<file path="config.mk">
export PLATFORM = sky130hd
export DESIGN_NAME = time_set_ctrl
export DESIGN_NICKNAME = d
export VERILOG_FILES = /design/src/rtl/time_set_ctrl.sv
export SDC_FILE = /design/constraint.sdc
export NUM_CORES = 1
export LEC_CHECK = 0
export BUFFER_PORTS_ARGS = -buffer_cell sky130_fd_sc_hd__buf_2
export CORE_AREA = 2 2 59 84
export DETAILED_ROUTE_END_ITERATION = 8
export DIE_AREA = 0 0 61 86
export PLACE_DENSITY = 0.7
export SYNTH_ARGS = -nofsm -noshare
export SYNTH_HDL_FRONTEND = slang
export SYNTH_SLANG_ARGS = --single-unit
</file>
<file path="constraint.sdc">
create_clock -name clk -period 2.2 [get_ports clk]
set_clock_uncertainty 0.2 [all_clocks]
set_input_delay 0.11 -clock clk [delete_from_list [all_inputs] [get_ports clk]]
set_output_delay 0.11 -clock clk [all_outputs]
set_load 0.005 [all_outputs]
</file>
<file path="src/rtl/time_set_ctrl.sv">
// time_set_ctrl: user time-setting front end for the real-time clock.
// Debounces the mode/inc/dec buttons, steps through hours -> minutes -> seconds,
// edits a working copy of each field with wrap-around, and writes each finished
// value to the counter chain through the shared load/addrs/data_in port.
module time_set_ctrl #(
    parameter int DEBOUNCE_CYCLES = 16
) (
    input  logic       clk,
    input  logic       reset,
    input  logic       btn_mode,
    input  logic       btn_inc,
    input  logic       btn_dec,
    input  logic [5:0] q_seconds,
    input  logic [5:0] q_minutes,
    input  logic [5:0] q_hours,
    output logic       load,
    output logic [1:0] addrs,
    output logic [5:0] data_in,
    output logic       editing,
    output logic [1:0] field_sel
);

    localparam int CNT_W = (DEBOUNCE_CYCLES > 2) ? $clog2(DEBOUNCE_CYCLES) : 1;
    localparam logic [CNT_W-1:0] CNT_LAST = CNT_W'(DEBOUNCE_CYCLES - 1);

    localparam logic [5:0] LIM_HR  = 6'd23;
    localparam logic [5:0] LIM_MS  = 6'd59;

    localparam logic [2:0] IDLE     = 3'd0;
    localparam logic [2:0] EDIT_HR  = 3'd1;
    localparam logic [2:0] WR_HR    = 3'd2;
    localparam logic [2:0] EDIT_MIN = 3'd3;
    localparam logic [2:0] WR_MIN   = 3'd4;
    localparam logic [2:0] EDIT_SEC = 3'd5;
    localparam logic [2:0] WR_SEC   = 3'd6;

    localparam logic [1:0] ADDR_SEC = 2'b00;
    localparam logic [1:0] ADDR_MIN = 2'b01;
    localparam logic [1:0] ADDR_HR  = 2'b10;

    logic [2:0] btn_raw;
    logic [2:0] press;
    logic       press_mode;
    logic       press_inc;
    logic       press_dec;

    logic [2:0] state;
    logic [5:0] edit_val;

    assign btn_raw    = {btn_dec, btn_inc, btn_mode};
    assign press_mode = press[0];
    assign press_inc  = press[1];
    assign press_dec  = press[2];

    // Captured counter values can be out of range; pin them to the field limit.
    function automatic logic [5:0] clamp_val(input logic [5:0] v, input logic [5:0] lim);
        return (v > lim) ? lim : v;
    endfunction

    // One edit step: inc and dec together cancel, otherwise wrap at the limit.
    function automatic logic [5:0] edit_step(input logic [5:0] v, input logic [5:0] lim,
                                             input logic inc, input logic dec);
        logic [5:0] r;
        r = v;
        if (inc && !dec)
            r = (v >= lim) ? 6'd0 : v + 6'd1;
        else if (dec && !inc)
            r = (v == 6'd0) ? lim : v - 6'd1;
        return r;
    endfunction

    for (genvar i = 0; i < 3; i++) begin : g_btn
        logic             sync_0;
        logic             sync_1;
        logic             level;
        logic             press_r;
        logic [CNT_W-1:0] cnt;

        // Two-flop synchronizer, then a level that flips only after the
        // synchronized input has disagreed with it for DEBOUNCE_CYCLES cycles;
        // a rising flip emits a one-cycle press pulse.
        always_ff @(posedge clk) begin
            if (reset) begin
                sync_0  <= 1'b0;
                sync_1  <= 1'b0;
                level   <= 1'b0;
                press_r <= 1'b0;
                cnt     <= '0;
            end else begin
                sync_0  <= btn_raw[i];
                sync_1  <= sync_0;
                press_r <= 1'b0;
                if (sync_1 != level) begin
                    if (cnt == CNT_LAST) begin
                        level   <= sync_1;
                        press_r <= sync_1;
                        cnt     <= '0;
                    end else begin
                        cnt <= cnt + 1'b1;
                    end
                end else begin
                    cnt <= '0;
                end
            end
        end

        assign press[i] = press_r;
    end

    // Field-selection state machine and working copy of the field being edited.
    always_ff @(posedge clk) begin
        if (reset) begin
            state    <= IDLE;
            edit_val <= 6'd0;
        end else begin
            case (state)
                IDLE: begin
                    if (press_mode) begin
                        state    <= EDIT_HR;
                        edit_val <= clamp_val(q_hours, LIM_HR);
                    end
                end
                EDIT_HR: begin
                    if (press_mode) state <= WR_HR;
                    else edit_val <= edit_step(edit_val, LIM_HR, press_inc, press_dec);
                end
                WR_HR: begin
                    state    <= EDIT_MIN;
                    edit_val <= clamp_val(q_minutes, LIM_MS);
                end
                EDIT_MIN: begin
                    if (press_mode) state <= WR_MIN;
                    else edit_val <= edit_step(edit_val, LIM_MS, press_inc, press_dec);
                end
                WR_MIN: begin
                    state    <= EDIT_SEC;
                    edit_val <= clamp_val(q_seconds, LIM_MS);
                end
                EDIT_SEC: begin
                    if (press_mode) state <= WR_SEC;
                    else edit_val <= edit_step(edit_val, LIM_MS, press_inc, press_dec);
                end
                WR_SEC:  state <= IDLE;
                default: state <= IDLE;
            endcase
        end
    end

    // Outputs decode registered state only, so no input reaches them combinationally.
    always_comb begin
        load      = 1'b0;
        addrs     = ADDR_SEC;
        data_in   = 6'd0;
        editing   = (state != IDLE);
        field_sel = 2'b11;
        case (state)
            EDIT_HR:  field_sel = ADDR_HR;
            EDIT_MIN: field_sel = ADDR_MIN;
            EDIT_SEC: field_sel = ADDR_SEC;
            WR_HR: begin
                field_sel = ADDR_HR;
                load      = 1'b1;
                addrs     = ADDR_HR;
                data_in   = edit_val;
            end
            WR_MIN: begin
                field_sel = ADDR_MIN;
                load      = 1'b1;
                addrs     = ADDR_MIN;
                data_in   = edit_val;
            end
            WR_SEC: begin
                field_sel = ADDR_SEC;
                load      = 1'b1;
                addrs     = ADDR_SEC;
                data_in   = edit_val;
            end
            default: ;
        endcase
    end

endmodule

</file>
## Word-level counts from Yosys, hierarchy flattened

Index checks and enable logic that the tools add are counted.

- Add/sub/neg operators: 5
- $lt $le $gt $ge: 5
- Equality and inequality tests: 20
- Muxes and demuxes: 24
- Bitwise gates (word level): 6
- Reduce and logical (&&, ||, !) cells: 24

Operators with widths:

| cell | number |
|---|---|
| 2-to-1 mux 6 bit | 15 |
| case mux 6 bit (5 select lines) | 1 |
| OR reduction 3 bit | 7 |
| case mux 3 bit (6 select lines) | 1 |
| adder 4 x 1 -> 4 bit (second input constant) | 3 |
| == test 4 bit (second input constant) | 3 |
| greater-than comparator 6 bit (second input constant) | 2 |
| 2-to-1 mux 3 bit | 4 |
| != test 2 bit (second input constant) | 6 |
| == test 3 bit (second input constant) | 3 |
| OR reduction 2 bit | 4 |
| adder 6 x 1 -> 6 bit (second input constant) | 1 |
| == test 3 x 2 -> 1 bit (second input constant) | 2 |
| >= comparator 6 x 5 -> 1 bit (second input constant) | 1 |
| >= comparator 6 bit (second input constant) | 1 |
| greater-than comparator 6 x 5 -> 1 bit (second input constant) | 1 |
| logical NOT 6 bit | 1 |
| inverter 1 bit | 6 |
| case mux 2 bit (3 select lines) | 1 |
| AND reduction 2 bit | 3 |
| AND reduction 6 bit | 1 |
| subtractor 6 x 1 -> 6 bit (second input constant) | 1 |
| nonzero test 5 bit | 1 |
| case mux 2 bit (2 select lines) | 1 |
| 10 further kinds | 14 |

- Flip-flop bits (word level): 33
- Input bits: 23
- Output and inout bits: 12
- Word-level logic and storage cells: 101

## Longest topological paths before layout

Gate-level depths: netlist of the first run.

- Depth after elaboration: 6
- Gate-level depth with buffers: 7
- Gate-level depth less buffers: 7

## Least setup slack after synthesis of the first run

Ideal clock, no wire load.

- Path kind: register -> register
- Start point: reg edit_val[0]
- End point: reg edit_val[5]
- Arrival: 1.730 ns
- Data required time: 1.859 ns
- Slack: 0.129 ns
- Stages on the path, launching flop included: 8
- Cells stage by stage: dfxtp_1 > inv_1 > ha_1 > nor3b_1 > and3_1 > or4_1 > nand3_1 > a221oi_1

- Cells in the longest elaborated chain, start to end: 6
- Elaborated cells on any way between the ends: 16
- Classes of those cells: add/sub (2); order compare (2); mux (11); reduce/logical (1)

RTL lines:

| item | RTL line | source |
|---|---|---|
| from (decl) | 48 | `logic [5:0] edit_val;` |
| from (signal assigned) | 120 | `edit_val <= clamp_val(q_hours, LIM_HR);` |
| from (signal assigned) | 125 | `else edit_val <= edit_step(edit_val, LIM_HR, press_inc, press_dec);` |
| from (signal assigned) | 129 | `edit_val <= clamp_val(q_minutes, LIM_MS);` |
| subtractor 6 x 1 -> 6 bit or logical NOT 6 bit (tied branches) | 68 | `r = (v == 6'd0) ? lim : v - 6'd1;` |
| 2-to-1 mux 6 bit | 68 |  |
| 2-to-1 mux 6 bit | 67 | `else if (dec && !inc)` |
| 2-to-1 mux 6 bit | 65 | `if (inc && !dec)` |
| 2-to-1 mux 6 bit, on equally long branches | 140, 124 |  |
| case mux 6 bit (5 select lines) * | 116 | `case (state)` |

Mark *: on every way between the ends. The rest lies on a longest branch, timed or not. The select of a mux whose other input is x is not followed.
A chain may end at the register's enable or synchronous reset.

## Worst setup path after layout of the first run

Same ends and word-level chain as after synthesis.

==> flow_summary.yaml, run 1 <==
timing:
  period_needed_ps: 2070
  hold_viol_final: 0
  rsz0062_at_grt: "false"
  clock.fmax_mhz: 482
  setup_viol: 0
  post-route-period-util: 0.942
  tightestPinTransition_ps: 502
  setup_tns_ps: 0
  final_max_slew_viol_count: 0
  max_slew_margin: 0.665
clock_tree:
  clock_latency_ps: 280
  path_clk_slew_ps: 70
  cts_root_buf: "clkbuf_8"
  clockBufferDepth: 2
  htree_levels: 2
  cts_tree: "done"
  numCtsBuffers: 5
  clock_sinks: 33
floorplan:
  die-area_mm2: 0.00525
  die_x_um: 61
  ios: 35
  row_count: 29
  coreArea_mm2: 0.00446
  die_h_um: 86
  initial_utilization: 0.441
yosys:
  syn_inst: 233
  synth_fa_ha_area_frac: 0.0508
  muxShareOfSynthArea: 0.0254
  synthXorXnorAreaFrac: 0.0794
  synth_seq_cells: 33
  synth_compound_area_frac: 0.158
  synth_top_family_by_area: "simple AND/OR/NAND/NOR gates"
  synthSimpleGateAreaFrac: 0.298
  syn_nets: 264
  yosysUniqueCellTypes: 52
  synth_area_per_cell_um2: 8.45
  yosys_warnings: 0
  syn_area_mm2: 0.00197
  ys_seq_area_frac: 0.335
final_layout:
  nets: 306
  drive_gt1_frac: 0.228
  area_delta_synth_final_pct: 19.3
  final_util: 0.526
  num_antenna_cells: 0
critical_path:
  r2r_cells: 7
  reg2reg_from: "edit_val[0]"
  r2r_setup_slack_ps: 130
  crit_arrival_ps: 2010
  worstPathRequired_ps: 2140
  startpoint_type: "register"
  crit_end: "edit_val[5]"
  worstSetupPathType: "reg -> reg"
  crit_path_start: "edit_val[0]"
  r2r-end: "edit_val[5]"
  worst_setup_path_end_kind: "register"
  crit_fanout: 4
global_routing:
  grt_max_degree: 29
  grt_pass1_vias: 1759
  grt_antenna_before_repair: 0
  gr-total-overflow: 0
  grt_pass1_wl_mm: 7.42
  grt_usage: 0.186
routing:
  drc: 0
  vias: 1841
  dr.pass1.iters: 5
  avgViaCountPerCell: 5.45
  drt_wl_total_mm: 4.45
  initialDrtViolationCount: 155
  wl_per_cell_um: 13.2
  postRouteAntennaNets: 0
min_path:
  whs_path_depth: 3
  hold_path_class: "in -> reg"
outcome:
  status: "complete, no violations"
power:
  powerDensity_mw_per_mm2: 468
  vdd_ir_drop_max_v: 0.000403
  leakage_nw: 0.973
  power.total_mw: 1.10
placement:
  gp_congestion: 0.897
  place_hpwl_mm: 3.39
  port_buffers: 34
job:
  max_cap_violations: 0
## registers in the layout, summed over array words and instances, names as in the netlist
signal,cells
state,3
g_btn.level,3
g_btn.sync_1,3
edit_val,6
g_btn.cnt,12
g_btn.press_r,3
g_btn.sync_0,3
## worst min path at each step
stage / endpoint / from / slack, ps
after floorplan: g_btn[0].sync_0 / btn_mode / 40
after global placement: g_btn[1].sync_0 / btn_inc / 120
after detailed placement: g_btn[0].sync_0 / btn_mode / 130
after CTS: edit_val[0] / q_hours[0] / 8
after global routing: edit_val[0] / q_hours[0] / 30
final: edit_val[0] / q_hours[0] / 10
## synthesized netlist by cell type (all sizes together)
master	n	area, um2
and4	2	17.5
a221oi	5	50.0
a21oi	9	45.0
o21ai	9	45.0
a2bb2oi	1	8.76
a21boi	1	11.3
nand3b	1	7.51
nand2b	1	6.26
a32o	1	10.0
o311ai	1	26.3
nand2	14	52.6
o22ai	2	12.5
ha	8	100
or3	1	6.26
o211ai	2	15.0
xnor2	10	87.6
nand3	16	80.1
or4	1	7.51
inv	9	33.8
xor2	7	68.8
buf	10	60.1
a31oi	3	18.8
nor3b	5	47.5
mux2i	5	50.1
o2111ai	2	23.8
o31ai	1	7.51
o311a	1	10.0
nor2	24	92.6
dfxtp	33	661
o221ai	1	8.76
and3	6	37.5
clkbuf	3	11.3
nor3	13	70.1
nor4b	4	35.0
nor4	1	6.26
a211oi	1	7.51
nor2b	10	62.6
a2111oi	1	10.0
or2	1	8.76
nand4	2	12.5
and2	3	18.8
nand4b	2	17.5
## timing repair
item                                    CTS  global route
gates resized for setup                   0             2
setup buffers                             0             0
hold buffers                              4             0
hold endpoints to repair                  4             0
endpoints found under the setup margin    0             1
## power breakdown
part	total [mW]	internal [mW]	switching [mW]
combinational	0.0583	0.0305	0.0278
clock	0.433	0.219	0.214
sequential	0.608	0.604	0.00359
## worst max-delay path, cell delays in order (launching register included)
cell	delay, ps
dfxtp_1	330
inv_1	80
ha_1	230
nor3b_2	170
and3_1	250
or4_1	500
nand3_1	100
a221oi_1	70
## cell type report
class	instances	area [um2]
multi-input combinational	178	1210
clock inverter	2	10.0
clock buffer	6	72.6
inverter	9	33.8
tap	62	77.6
fill	442	2110
sequential	33	662
timing repair buffer	48	285
## kinds of logic after synthesis
group                      Yosys count
and+or+nand+nor                    107
xor gates and xnor gates            17
muxes                                5
adders and majority gates            8
buffers and inverters               22
AOI/OAI and AO/OA                   41
DFF                                 33
## cell usage in the layout (no fill, tap or decap), types with 7 or more instances in the layout
cell type	synthesis	final
nand3_1	16	16
nor2b_1	10	10
a21oi_1	9	9
buf_4	2	10
xnor2_1	10	10
o21ai_0	7	7
dfxtp_1	33	32
nand2_1	14	14
nor2_1	23	23
nor3_1	12	12
ha_1	8	8
buf_2	6	34
inv_1	9	9
## layer usage
| metal | wire length, um | vias up | global-route usage |
|---|---|---|---|
| li1 | - | 919 | - |
| met1 | 1830 | 851 | 0.210 |
| met2 | 2290 | 57 | 0.320 |
| met3 | 172 | 14 | 0.0422 |
| met4 | 155 | 0 | 0.0889 |
| met5 | 0 | - | 0 |
## metrics by stage
| stage | cells | cell area, um2 | hold WS [ps] | worst slack (ps) |
|---|---|---|---|---|
| 3_3_place_gp | 326 | 2220 | 122 | 188 |
| 3_5_place_dp | 326 | 2220 | 128 | 156 |
| 6_report | 338 | 2350 | 11.3 | 127 |
| 5_1_grt | 338 | 2350 | 33.0 | 4.36 |
| 4_1_cts | 338 | 2340 | 8.19 | 110 |
| 2_1_floorplan | 233 | 1970 | 38.2 | 129 |
(Power assumes the default switching activity.)
==> run 2, diff against run 1 <==
CTS_BUF_LIST = sky130_fd_sc_hd__clkbuf_8   (was not set)
==> flow_summary.yaml, run 2 (synthesis results as in run 1) <==
global_routing:
  grt_max_degree: 29
  grt_pass1_vias: 1759
  gr-total-overflow: 0
  grt_antenna_before_repair: 0
  grt_usage: 0.186
  grt_pass1_wl_mm: 7.42
timing:
  hold_viol_final: 0
  period_needed_ps: 2070
  tightestPinTransition_ps: 502
  setup_viol: 0
  final_max_slew_viol_count: 0
  worst_slack_ps: 126
  clock.fmax_mhz: 482
  max_slew_margin: 0.665
  rsz0062_at_grt: "false"
  post-route-period-util: 0.943
  setup_tns_ps: 0
critical_path:
  startpoint_type: "register"
  worst_setup_path_end_kind: "register"
  crit_arrival_ps: 2010
  cp.buffers_inverters: 1
  worstPathRequired_ps: 2140
  max_stage_delay_ps: 500
  critical-path-top-delay-family: "simple AND/OR/NAND/NOR gates"
  crit_chain: "inv_1, ha_1, nor3b_2, and3_1, or4_1, nand3_1, a221oi_1"
  cp_slowest_cell: "or4_1"
  worstSetupPathType: "reg -> reg"
  crit_fanout: 4
placement:
  port_buffers: 34
  dp_slack_ps: 156
  place_hpwl_mm: 3.39
  gp_congestion: 0.897
floorplan:
  initial_utilization: 0.441
  die-area_mm2: 0.00525
  row_count: 29
  ios: 35
  die_h_um: 86
  coreArea_mm2: 0.00446
  die_x_um: 61
final_layout:
  max_flop_register: "g_btn.cnt"
  layout_common_cells: "buf_2, dfxtp_1, nor2_1, nand3_1, nand2_1"
  final_common_cell: "buf_2"
  reg.largest.list: "g_btn.cnt x12, edit_val x6"
  fillers: 442
  num_antenna_cells: 0
  area_delta_synth_final_pct: 19.3
  nets: 306
  final_util: 0.526
  drive_gt1_frac: 0.228
  largest_register_ff_count: 12
clock_tree:
  clockBufferDepth: 2
  clock_latency_ps: 280
  path_clk_slew_ps: 70
  cts_root_buf: "clkbuf_8"
  clock_sinks: 33
  numCtsBuffers: 5
  cts_tree: "done"
  htree_levels: 2
routing:
  drc: 0
  drt_wl_total_mm: 4.46
  initialDrtViolationCount: 155
  wl_per_cell_um: 13.2
  vias: 1846
  postRouteAntennaNets: 0
  dr.pass1.iters: 5
  avgViaCountPerCell: 5.46
power:
  powerDensity_mw_per_mm2: 466
  leakage_nw: 0.977
  vdd_ir_drop_max_v: 0.000403
  power.total_mw: 1.09
job:
  max_cap_violations: 0
min_path:
  hold_path_class: "in -> reg"
outcome:
  status: "complete, no violations"
-- run 2: cell count changes in the layout (fill, tap and decap cells not counted) --
cell      change
clkbuf_1      -1
inv_1         +1
-- run 2: metrics by stage --
step                area (um2)  cells  hold slack [ps]
floorplan                 1970    233             38.2
global placement          2220    326              122
detailed placement        2220    326              128
CTS                       2340    338             7.70
global route              2350    338             32.5
finish                    2350    338             10.4
-- run 2: area by class of cell --
type                            instances  area [um2]  share of cell area
Timing Repair Buffer                   48         285               0.121
Tap cell                               62        77.6              0.0330
Clock buffer                            5        68.8              0.0293
Inverter                                9        33.8              0.0144
Multi-Input combinational cell        178        1210               0.514
Sequential cell                        33         662               0.282
Clock inverter                          3        13.8             0.00586
-- run 2: tightest hold or removal path: stages --
cell	delay (ps)
buf_2	90
o21ai_1	160
a221oi_2	80
-- run 2: repair_timing --
item	CTS	global route
setup endpoints to repair	0	1
buffers inserted	0	0
resized for setup	0	2
hold buffers	4	0
endpoints found under the hold margin	4	0
-- run 2: worst paths after layout --
path	from	slack [ps]	cells after the start	endpoint
setup / recovery	edit_val[0]	130	7	edit_val[5]
setup reg to reg	edit_val[0]	130	7	edit_val[5]
hold / removal	q_hours[0]	10	3	edit_val[0]
hold reg to reg	g_btn[1].cnt[0]	240	1	g_btn[1].cnt[0]
-- run 2: report_power, final --
group | internal, mW | switching [mW] | leakage (nW)
Clock | 0.214 | 0.215 | 0.0491
Sequential | 0.604 | 0.00359 | 0.268
Combinational | 0.0305 | 0.0278 | 0.660
-- run 2: per-layer routing --
metal | part of all wire | GRT usage | wire length [um] | vias up
met5 | 0 | 0 | 0 | -
met4 | 0.035 | 0.0889 | 155 | 0
met3 | 0.039 | 0.0422 | 172 | 14
met2 | 0.51 | 0.320 | 2290 | 57
met1 | 0.41 | 0.210 | 1840 | 856
li1 | - | - | - | 919
==> run 3, diff against run 2 <==
==> constraint.sdc (replaced) <==
create_clock -name clk -period 2.2 [get_ports clk]
set_clock_uncertainty 0.2 [all_clocks]
set_input_delay 0.22 -clock clk [delete_from_list [all_inputs] [get_ports clk]]
set_output_delay 0.22 -clock clk [all_outputs]
set_load 0.005 [all_outputs]
==> flow_summary.yaml, run 3 (synthesis results as in run 1) <==
timing:
  setup_viol: 0
  tightestPinTransition_ps: 522
  setup_tns_ps: 0
  post-route-period-util: 0.942
  period_needed_ps: 2070
  hold_viol_final: 0
  max_slew_margin: 0.651
  fin_worst_hold_slack_ps: 97.3
  clock.fmax_mhz: 483
  final_max_slew_viol_count: 0
  rsz0062_at_grt: "false"
clock_tree:
  clock_sinks: 33
  numCtsBuffers: 5
  cts_tree: "done"
  htree_levels: 2
  clock_latency_ps: 290
  post-cts-setup-buffer-count: 0
  clockBufferDepth: 2
  cts_root_buf: "clkbuf_8"
  path_clk_slew_ps: 70
routing:
  postRouteAntennaNets: 0
  drt_wl_total_mm: 4.47
  dr.pass1.iters: 4
  avgViaCountPerCell: 5.50
  initialDrtViolationCount: 98
  wl_per_cell_um: 13.3
  drc: 0
  vias: 1843
power:
  vdd_ir_drop_max_v: 0.000495
  power.total_mw: 1.12
  leakage_nw: 0.968
  powerDensity_mw_per_mm2: 478
critical_path:
  r2r_setup_slack_ps: 130
  worstSetupPathType: "reg -> reg"
  startpoint_type: "register"
  crit_fanout: 4
  worst_setup_path_end_kind: "register"
  crit_arrival_ps: 2020
  reg2reg_from: "edit_val[0]"
  worstPathRequired_ps: 2150
  crit_path_start: "edit_val[0]"
min_path:
  holdCritStartpoint: "q_hours[2]"
  hold_path_class: "in -> reg"
final_layout:
  fin_cells: 335
  fillers: 465
  nets: 304
  layout_common_cells: "buf_2, dfxtp_1, nor2_1, nand3_1, nand2_1"
  max_flop_register: "g_btn.cnt"
  area_delta_synth_final_pct: 18.8
  drive_gt1_frac: 0.223
  reg.largest.list: "g_btn.cnt x12, edit_val x6"
  final_common_cell: "buf_2"
  num_antenna_cells: 0
  largest_register_ff_count: 12
floorplan:
  coreArea_mm2: 0.00446
  ios: 35
  die_h_um: 86
  die-area_mm2: 0.00525
  die_x_um: 61
  initial_utilization: 0.441
  row_count: 29
global_routing:
  grt_antenna_before_repair: 0
  grt_pass1_vias: 1720
  grt_pass1_wl_mm: 7.27
  gr-total-overflow: 0
  grt_max_degree: 29
  grt_usage: 0.187
placement:
  port_buffers: 34
  place_hpwl_mm: 3.42
  gp_congestion: 0.913
  place_inst: 325
job:
  max_cap_violations: 0
outcome:
  status: "complete, no violations"
## run 3: changes by cell type in the layout (fill, tap and decap cells not counted), sizes merged
cell | previous run | this run
clkinv | 2 | 0
dlygate4sd3 | 4 | 3
clkbuf | 5 | 6
buf | 44 | 43
## run 3: power by group
part | switching [mW] | internal (mW)
Sequential | 0.00354 | 0.604
Combinational | 0.0279 | 0.0293
Clock | 0.209 | 0.243
## run 3: cell type report
cell class	instances	area (um2)	share of cell area
Tap cell	62	77.6	0.0332
Inverter	9	33.8	0.0144
Clock buffer	6	82.6	0.0353
Sequential cell	33	661	0.282
Multi-Input combinational cell	178	1210	0.519
Timing Repair Buffer	46	268	0.114
Clock inverter	1	3.75	0.00160
## run 3: per-stage QoR
stage               utilization  worst slack (ps)  cell area, um2
detailed placement        0.496               153            2210
finish                    0.524               128            2340
global placement          0.496               187            2210
CTS                       0.522               137            2330
global route              0.524              12.3            2340
floorplan                     -               129            1970
## run 3: metal layers
metal / share of wire / global-route usage
met1: 0.40 / 0.201
met2: 0.50 / 0.305
met3: 0.041 / 0.0452
met4: 0.058 / 0.136
met5: 0 / 0
## run 3: final timing paths
check | end | cells after the start
max | edit_val[5] | 7
max reg2reg | edit_val[5] | 7
min reg2reg | g_btn[2].sync_1 | 1
min | edit_val[2] | 3
## run 3: repair_timing
item	CTS	global route
gates resized for setup	0	2
endpoints found under the setup margin	0	2
endpoints found under the hold margin	3	0
hold buffers	3	0
## run 3: critical path, stage by stage (launching register included)
cell      delay [ps]
dfxtp_1          330
inv_1             80
ha_1             230
nor3b_2          170
and3_1           250
or4_1            510
nand3_1           90
a221oi_1          70
